==> src/rtl/inst_loader.sv <==
// rtl/inst_loader.sv - boot-time framed byte-stream loader for the 64x16 instruction memory
//
// Accepts a frame (SYNC, count N, N big-endian 16-bit words, XOR checksum)
// over a valid/ready byte stream, writes the words from address 0 and holds
// the processor until a frame loads with a matching checksum.
//
// Ports:
//   clk       - single clock, all state changes on posedge
//   clear     - asynchronous active-low reset
//   in_data   - incoming byte
//   in_valid  - in_data is valid
//   in_ready  - loader accepts the byte this cycle (registered)
//   wr_en     - instruction-memory write strobe, one cycle per word
//   wr_addr   - instruction-memory write address
//   wr_data   - instruction-memory write data
//   cpu_hold  - stalls the processor while high
//   done      - last frame loaded and its checksum matched
//   err       - last frame was rejected
module inst_loader #(
    parameter int           DEPTH  = 64,
    parameter int           ADDR_W = 6,
    parameter logic [7:0]   SYNC   = 8'hA5
) (
    input  logic              clk,
    input  logic              clear,
    input  logic [7:0]        in_data,
    input  logic              in_valid,
    output logic              in_ready,
    output logic              wr_en,
    output logic [ADDR_W-1:0] wr_addr,
    output logic [15:0]       wr_data,
    output logic              cpu_hold,
    output logic              done,
    output logic              err
);

    localparam logic [2:0] S_IDLE  = 3'd0;
    localparam logic [2:0] S_COUNT = 3'd1;
    localparam logic [2:0] S_HI    = 3'd2;
    localparam logic [2:0] S_LO    = 3'd3;
    localparam logic [2:0] S_WR    = 3'd4;
    localparam logic [2:0] S_CHK   = 3'd5;
    localparam logic [2:0] S_DONE  = 3'd6;
    localparam logic [2:0] S_ERR   = 3'd7;

    localparam logic [8:0] DEPTH_L = 9'(DEPTH);

    logic [2:0]        state_q, state_d;
    logic [6:0]        remaining_q, remaining_d;
    logic [ADDR_W-1:0] addr_q, addr_d;
    logic [7:0]        hi_q, hi_d;
    logic [7:0]        csum_q, csum_d;
    logic [15:0]       wr_data_q, wr_data_d;
    logic              wr_en_q, wr_en_d;
    logic              in_ready_q, in_ready_d;
    logic              cpu_hold_q, cpu_hold_d;
    logic              done_q, done_d;
    logic              err_q, err_d;
    logic              accept;

    // in_ready is a flop, so the handshake never depends combinationally on in_valid
    assign accept = in_valid && in_ready_q;

    always_comb begin
        state_d     = state_q;
        remaining_d = remaining_q;
        addr_d      = addr_q;
        hi_d        = hi_q;
        csum_d      = csum_q;
        wr_data_d   = wr_data_q;
        wr_en_d     = 1'b0;
        cpu_hold_d  = cpu_hold_q;
        done_d      = done_q;
        err_d       = err_q;

        case (state_q)
            S_IDLE: begin
                if (accept && in_data == SYNC) state_d = S_COUNT;
            end
            S_COUNT: begin
                if (accept) begin
                    if (in_data == 8'd0 || {1'b0, in_data} > DEPTH_L) begin
                        state_d = S_ERR;
                        err_d   = 1'b1;
                    end else begin
                        remaining_d = in_data[6:0];
                        csum_d      = 8'd0;
                        addr_d      = '0;
                        state_d     = S_HI;
                    end
                end
            end
            S_HI: begin
                if (accept) begin
                    hi_d    = in_data;
                    csum_d  = csum_q ^ in_data;
                    state_d = S_LO;
                end
            end
            S_LO: begin
                if (accept) begin
                    csum_d    = csum_q ^ in_data;
                    wr_data_d = {hi_q, in_data};
                    wr_en_d   = 1'b1;
                    state_d   = S_WR;
                end
            end
            S_WR: begin
                // wr_addr shows addr_q during this cycle; advance for the next word
                addr_d      = addr_q + ADDR_W'(1);
                remaining_d = remaining_q - 7'd1;
                state_d     = (remaining_q == 7'd1) ? S_CHK : S_HI;
            end
            S_CHK: begin
                if (accept) begin
                    if (in_data == csum_q) begin
                        state_d    = S_DONE;
                        done_d     = 1'b1;
                        cpu_hold_d = 1'b0;
                    end else begin
                        state_d = S_ERR;
                        err_d   = 1'b1;
                    end
                end
            end
            S_DONE: begin
                if (accept && in_data == SYNC) begin
                    state_d    = S_COUNT;
                    done_d     = 1'b0;
                    cpu_hold_d = 1'b1;
                end
            end
            S_ERR: begin
                if (accept && in_data == SYNC) begin
                    state_d = S_COUNT;
                    err_d   = 1'b0;
                end
            end
            default: state_d = S_IDLE;
        endcase

        // Decoded from the next state so in_ready is low exactly while in WR
        in_ready_d = (state_d != S_WR);
    end

    always_ff @(posedge clk or negedge clear) begin
        if (!clear) begin
            state_q     <= S_IDLE;
            remaining_q <= 7'd0;
            addr_q      <= '0;
            hi_q        <= 8'd0;
            csum_q      <= 8'd0;
            wr_data_q   <= 16'd0;
            wr_en_q     <= 1'b0;
            in_ready_q  <= 1'b0;
            cpu_hold_q  <= 1'b1;
            done_q      <= 1'b0;
            err_q       <= 1'b0;
        end else begin
            state_q     <= state_d;
            remaining_q <= remaining_d;
            addr_q      <= addr_d;
            hi_q        <= hi_d;
            csum_q      <= csum_d;
            wr_data_q   <= wr_data_d;
            wr_en_q     <= wr_en_d;
            in_ready_q  <= in_ready_d;
            cpu_hold_q  <= cpu_hold_d;
            done_q      <= done_d;
            err_q       <= err_d;
        end
    end

    assign in_ready = in_ready_q;
    assign wr_en    = wr_en_q;
    assign wr_addr  = addr_q;
    assign wr_data  = wr_data_q;
    assign cpu_hold = cpu_hold_q;
    assign done     = done_q;
    assign err      = err_q;

endmodule

==> config.mk <==
export PLATFORM = sky130hd
export DESIGN_NAME = inst_loader
export DESIGN_NICKNAME = d
export VERILOG_FILES = /design/src/rtl/inst_loader.sv
export SDC_FILE = /design/constraint.sdc
export NUM_CORES = 1
export LEC_CHECK = 0
export CAP_MARGIN = 20
export CORE_MARGIN = 3
export CORE_UTILIZATION = 54
export CTS_CLUSTER_SIZE = 12
export DETAILED_ROUTE_END_ITERATION = 10
export HOLD_SLACK_MARGIN = 0.06
export PLACE_DENSITY = 0.84
export SLEW_MARGIN = 5
export SYNTH_ARGS = -nofsm -noshare
export SYNTH_HDL_FRONTEND = slang
export SYNTH_SLANG_ARGS = --single-unit
==> constraint.sdc <==
create_clock -name clk -period 2.4 [get_ports clk]
set_input_delay 0.48 -clock clk [delete_from_list [all_inputs] [get_ports clk]]
set_output_delay 0.48 -clock clk [all_outputs]
set_load 0.1 [all_outputs]
======== Yosys cells after proc, flatten, opt, wreduce, memory -nomap -nowiden ========
Index checks and enable logic that the tools add are counted.
storage, ports and cells
  register bits after elaboration ......... 53
  input bits .............................. 11
  output and inout bits ................... 27
operators by class
  add/sub/neg operators ................... 2
  magnitude comparators ................... 1
  equal/unequal tests ..................... 20
  mux-type cells .......................... 34
  bitwise operators ....................... 1
  reductions and logical operators ........ 17
operators by type and width
  kind                   count
  $mux W8                3
  $mux W3                7
  $pmux W3 S6            1
  $ne A2 B2 Y1 const B   8
  $pmux W8 S2            1
  $mux W7                2
  $pmux W7 S2            1
  $mux W1                13
  $eq A3 B3 Y1 const B   4
  $mux W6                2
  $pmux W6 S2            1
  $eq A8 B8 Y1           1
  $eq A8 B8 Y1 const B   1
  $gt A8 B7 Y1 const B   1
  $logic_not A8 Y1       1
  $reduce_and A4 Y1      2
  $xor A8 B8 Y8          1
  $eq A7 B1 Y1 const B   1
  $sub A7 B1 Y7 const B  1
  $add A6 B1 Y6 const B  1
  $eq A3 B2 Y1 const B   2
  $reduce_and A6 Y1      1
  $reduce_bool A2 Y1     3
  $pmux W1 S2            2
  12 further kinds       14

======== Longest topological paths before layout ========
Gate-level depths: netlist of run 1.
  depth after elaboration ................. 6
  depth in mapped cells ................... 7
  mapped depth without buffers ............ 6

======== Least setup slack after synthesis of run 1 ========
No wires, ideal clock.
  path kind ............................... flip-flop to flip-flop
  start point ............................. reg in_ready_q, in the netlist in_ready
  end point ............................... reg wr_data_q[10], in the netlist wr_data[10]
  library setup time ...................... 125 ps
  arrival ................................. 2353 ps
  setup slack ............................. -78 ps
  stages on the path, launching flop included .. 5
  buffers on the path ..................... 1
  clock period less this slack ............ 2478 ps
  cell sequence ........................... dfrtp_1 -> nand3_1 -> nor2_1 -> buf_2 -> mux2_2
on the way
  word-level cells in the longest chain between the ends .. 2
ends and longest elaborated chain
  item                                RTL line  source
  start: declaration                  55        logic in_ready_q, in_ready_d;
  start signal: assignment            167       in_ready_q <= in_ready_d;
  $logic_and A1 B1 Y1                 62        assign accept = in_valid && in_ready_q;
  $reduce_and A2 Y1 (no source line)  --
  end signal: assignment              165       wr_data_q <= wr_data_d;
  end: declaration                    53        logic [15:0] wr_data_q, wr_data_d;
No other way between the ends.
A chain may end at the register's enable or synchronous reset.

======== Worst setup path after layout of run 1 ========
  start point ............................. in in_data[7]
  end point ............................... reg addr_q[5], in the netlist wr_addr[5]
on the way
  word-level cells in the longest chain between the ends .. 4
  elaborated cells on any way between the ends .. 5
ends and longest elaborated chain
  item                                              RTL line  source
  start: declaration                                26        input logic [7:0] in_data,
  $gt A8 B7 Y1 or $logic_not A8 Y1 (tied branches)  82        if (in_data == 8'd0 || {1'b0, in_data} > DEPTH_L) begin
  $logic_or A1 B1 Y1 *                              82
  $ne A2 B2 Y1 (no source line) *                   --
  $reduce_and A3 Y1 (no source line) *              --
  end signal: assignment                            162       addr_q <= addr_d;
  end: declaration                                  50        logic [ADDR_W-1:0] addr_q, addr_d;
Mark *: on every way between the ends. The rest lies on a longest branch, timed or not.

==> impl.org, run 1 <==
** Outcome
- Outcome :: completed

** Critical path
- Critical Path Slowest Stage Cell :: sky130_fd_sc_hd__or4b_2
- Worst Setup Start Kind :: input port
- The signal on the critical path passes through clkdlybuf4s50_1 -> or4b_2 -> nand2_1 -> o2111ai_4 -> or4_1 -> a21oi_1.
- The critical path starts at in_data[7].
- Along the worst path, the maximum fanout reaches 5.
- The worst register-to-register path begins at state_q[1].
- At the worst endpoint, the required time is 2.65 ns.
- STA classifies the critical path endpoint as a flop.
- CP peak stage delay :: 0.68 ns
- At the worst endpoint, the arrival time is 2.59 ns.
- The critical path is of the input port to flop type.

** Placed design
- The count of buffers added on input and output ports is 37.
- At the end of routability-driven placement, the weighted congestion stood at 0.879.
- Total half-perimeter wirelength after legalization and detailed placement :: 4.76 mm

** Clocking
- Clock-pin slew was measured on the worst setup and hold paths at 0.10 ns.
- TritonCTS built the clock tree.
- In this run the deepest clock path goes through 2 buffers.
- The clock reaches the later pin of the worst-skew pair after 0.32 ns.
- CTS HTree Levels :: 2
- Hold repair after CTS inserted 0 buffers.
- Buffers inserted during clock tree synthesis total 5.
- Quantity of gates resized following cts :: 0
- Buffers inserted by post-CTS timing repair :: 0
- For this design, the sink count on the clock tree is 53.
- Clock tree root driver cell :: sky130_fd_sc_hd__clkbuf_8

** Synth
- Synth cell types :: 49
- Yosys warning count :: 0
- Sorting the synthesized cells by area gives the leading types as sky130_fd_sc_hd__dfrtp_1 (49%), sky130_fd_sc_hd__mux2_2 (10%), sky130_fd_sc_hd__o21ai_0 (4.7%).
- Ranked by instance count, the synthesized netlist is headed by sky130_fd_sc_hd__dfrtp_1 (52), sky130_fd_sc_hd__o21ai_0 (25), sky130_fd_sc_hd__mux2_2 (24), sky130_fd_sc_hd__a21oi_1 (15), sky130_fd_sc_hd__inv_1 (12).
- The share of synthesized area in the top cell type comes to 48.5%.
- Counting flops and latches in the post-synthesis netlist gives 53.
- Count of flip-flops with a built-in enable after synthesis :: 0
- Counting flops with an async set or reset pin after synthesis yields a share of 100%.
- Mean instance size in the synthesized netlist :: 10.6 sq um
- After technology mapping, the gate count stands at 254.
- Of all cell types, the one taking the most synthesized area is sky130_fd_sc_hd__dfrtp_1.
- The mapped netlist covers 0.00268 sq mm.
- Main synth FF type :: sky130_fd_sc_hd__dfrtp_1
- Most frequently used cell type in the post-synthesis netlist :: sky130_fd_sc_hd__dfrtp_1
- Share of the yosys chip area belonging to registers :: 49.5%
- The number of nets handed over by synthesis was 268.

** Finish
- 0 antenna diodes ended up in the layout.
- Cells with a size suffix above 1 make up 32.9% of the layout.
- Reg area :: 0.00133 sq mm
- The area growth from synthesis to layout is 26.7%.
- Fill cells in the final layout number 373.
- Summing all multi-input logic gate instances after layout gives 0.00126 sq mm.
- At the end of the flow, the number of nets in the layout was 335.

** Global route
- The total overflow left after global routing is 0.
- The first global-routing pass estimated 10.9 mm of wire.
- Across every metal layer, demand over resource in global routing totals 23.4%.
- Initial antenna violation count :: 0
- Number of global-route vias before repair :: 2284
- Pin count of the biggest net entering global routing :: 28

** Run
- Max-cap violations in this run came to 0.

** STA
- Setup repair after global routing left no endpoint under its margin.
- Worst-Margin Slew :: 0.609 ns
- Measured against its own limit, the worst slew margin works out to 59.4%.
- The max-slew violation count came to 0.
- The clock period could shrink to 2.34 ns.
- The total count of hold-check failures in the final report is 0.
- In the finished design, the share of the clock period the worst path needs comes to 97.5%.
- Setup skew after layout :: 0.00321 ns
- Derived from the worst setup path, the maximum achievable clock frequency is 0.427 GHz.
- The tightest hold path in the finished design has a slack of 0.156 ns.
- Count of final setup violators :: 0

** Routing
- The pre-antenna-repair detailed-routing pass consisted of 4 iterations.
- Number of design-rule violations left by the first detailed-router iteration :: 227
- The routed design has 6.60 mm of wire.
- Across all layers, the routed design uses 2277 vias.
- Number of antenna-violating nets in the routed design :: 0
- Post-detailed-route wirelength per cell :: 17.0 um
- Number of vias per cell after detailed routing :: 5.85
- In the routed design, unresolved DRC markers number 0.

** Die
- Once the floorplan was initialized, standard cells occupied 56.4% of the core.
- The die covers 0.00585 sq mm.
- Floorplan die height :: 76.5 um
- Row count :: 25
- Std-Cell Core Area :: 0.00475 sq mm
- The die is 76.5 um wide.
- 38 I/O pins were placed.

** Worst hold path
- Worst min-delay path category :: input port to async pin
[registers in the layout (all words and copies together) (netlist names), 3 cells and up]
| signal | flops |
|---|---|
| csum_q | 8 |
| wr_data | 16 |
| hi_q | 8 |
| wr_addr | 6 |
| remaining_q | 7 |
| state_q | 3 |
[area by class of cell]
class	count	share of cell area, %
clock buffer	5	2.03
multi-input combinational	175	37.0
sequential	53	39.1
timing repair buffer	74	17.3
tap	67	2.47
inverter	12	1.33
clock inverter	3	0.773
[metal layers]
layer,global-route usage (%),vias up,routed length [um]
met3,4.02,16,288
met2,39.0,66,3310
met5,0,-,0
li1,-,1055,-
met4,9.06,0,143
met1,30.5,1140,2860
[kinds of logic after synthesis]
group,after synthesis,synth area share (%)
compound gates,70,17.7
simple gates,69,14.2
flops,53,49.5
buf+inv,26,4.06
mux,26,10.8
xor+xnor,7,2.29
fa+ha+maj,3,1.40
[critical path: cells and delay by family]
kind,cells,cell delay (ns)
buffers and inverters,1,0.45
AND/OR/NAND/NOR,3,1.35
AO/OA/AOI/OAI,2,0.31
[placed cells by master (no fill, tap or decap), types with 3 or more instances in the layout]
cell	count
sky130_fd_sc_hd__buf_4	63
sky130_fd_sc_hd__dfrtp_1	51
sky130_fd_sc_hd__o21ai_0	25
sky130_fd_sc_hd__mux2_2	24
sky130_fd_sc_hd__a21oi_1	15
sky130_fd_sc_hd__inv_1	12
sky130_fd_sc_hd__nand2_1	10
sky130_fd_sc_hd__nor2_1	10
sky130_fd_sc_hd__nand3_1	10
sky130_fd_sc_hd__clkdlybuf4s50_1	9
sky130_fd_sc_hd__or3_1	8
sky130_fd_sc_hd__a22o_1	8
sky130_fd_sc_hd__nor2b_1	6
sky130_fd_sc_hd__and2_1	5
sky130_fd_sc_hd__nor3_1	5
sky130_fd_sc_hd__xnor2_1	5
sky130_fd_sc_hd__clkbuf_8	5
sky130_fd_sc_hd__nand2b_1	3
sky130_fd_sc_hd__ha_1	3
[per-stage QoR]
stage | cell area (sq um) | std cells | setup TNS, ns | util [%] | worst slack, ns
2_1_floorplan | 2680 | 254 | 0 | - | 0.171
3_3_place_gp | 3290 | 381 | -2.54 | 69.2 | -0.207
3_5_place_dp | 3290 | 381 | -3.23 | 69.2 | -0.270
4_1_cts | 3390 | 389 | 0 | 71.2 | 0.0634
5_1_grt | 3400 | 389 | 0 | 71.5 | 0.0123
6_report | 3400 | 389 | 0 | 71.5 | 0.0606
[path summary, 6_finish.rpt]
check / endpoint / depth (start not counted) / slack, ns
max: wr_addr[5] / 6 / 0.06
min: done / 1 / 0.16
max reg2reg: wr_addr[5] / 5 / 0.15
min reg2reg: cpu_hold / 2 / 0.51
max in group asynchronous: cpu_hold / 2 / 1.57
min in group clk: cpu_hold / 2 / 0.51
Power of run 1 is left out: the tool's default activity adds up to more than one toggle a clock period on the data nets, which glitch-free logic cannot reach.
==> run 2, diff against run 1 <==
- CTS_CLUSTER_SIZE: 12 -> 8
==> results of run 2 <==
No change in the layout: final DEF, timing and power equal those of run 1.
Power of run 2 is left out for the same reason.
==> run 3, diff against run 2 <==
- SLEW_MARGIN: 5 -> 10
==> results of run 3 <==
No change in the layout: final DEF, timing and power equal those of run 1.
Power of run 3 is left out for the same reason.
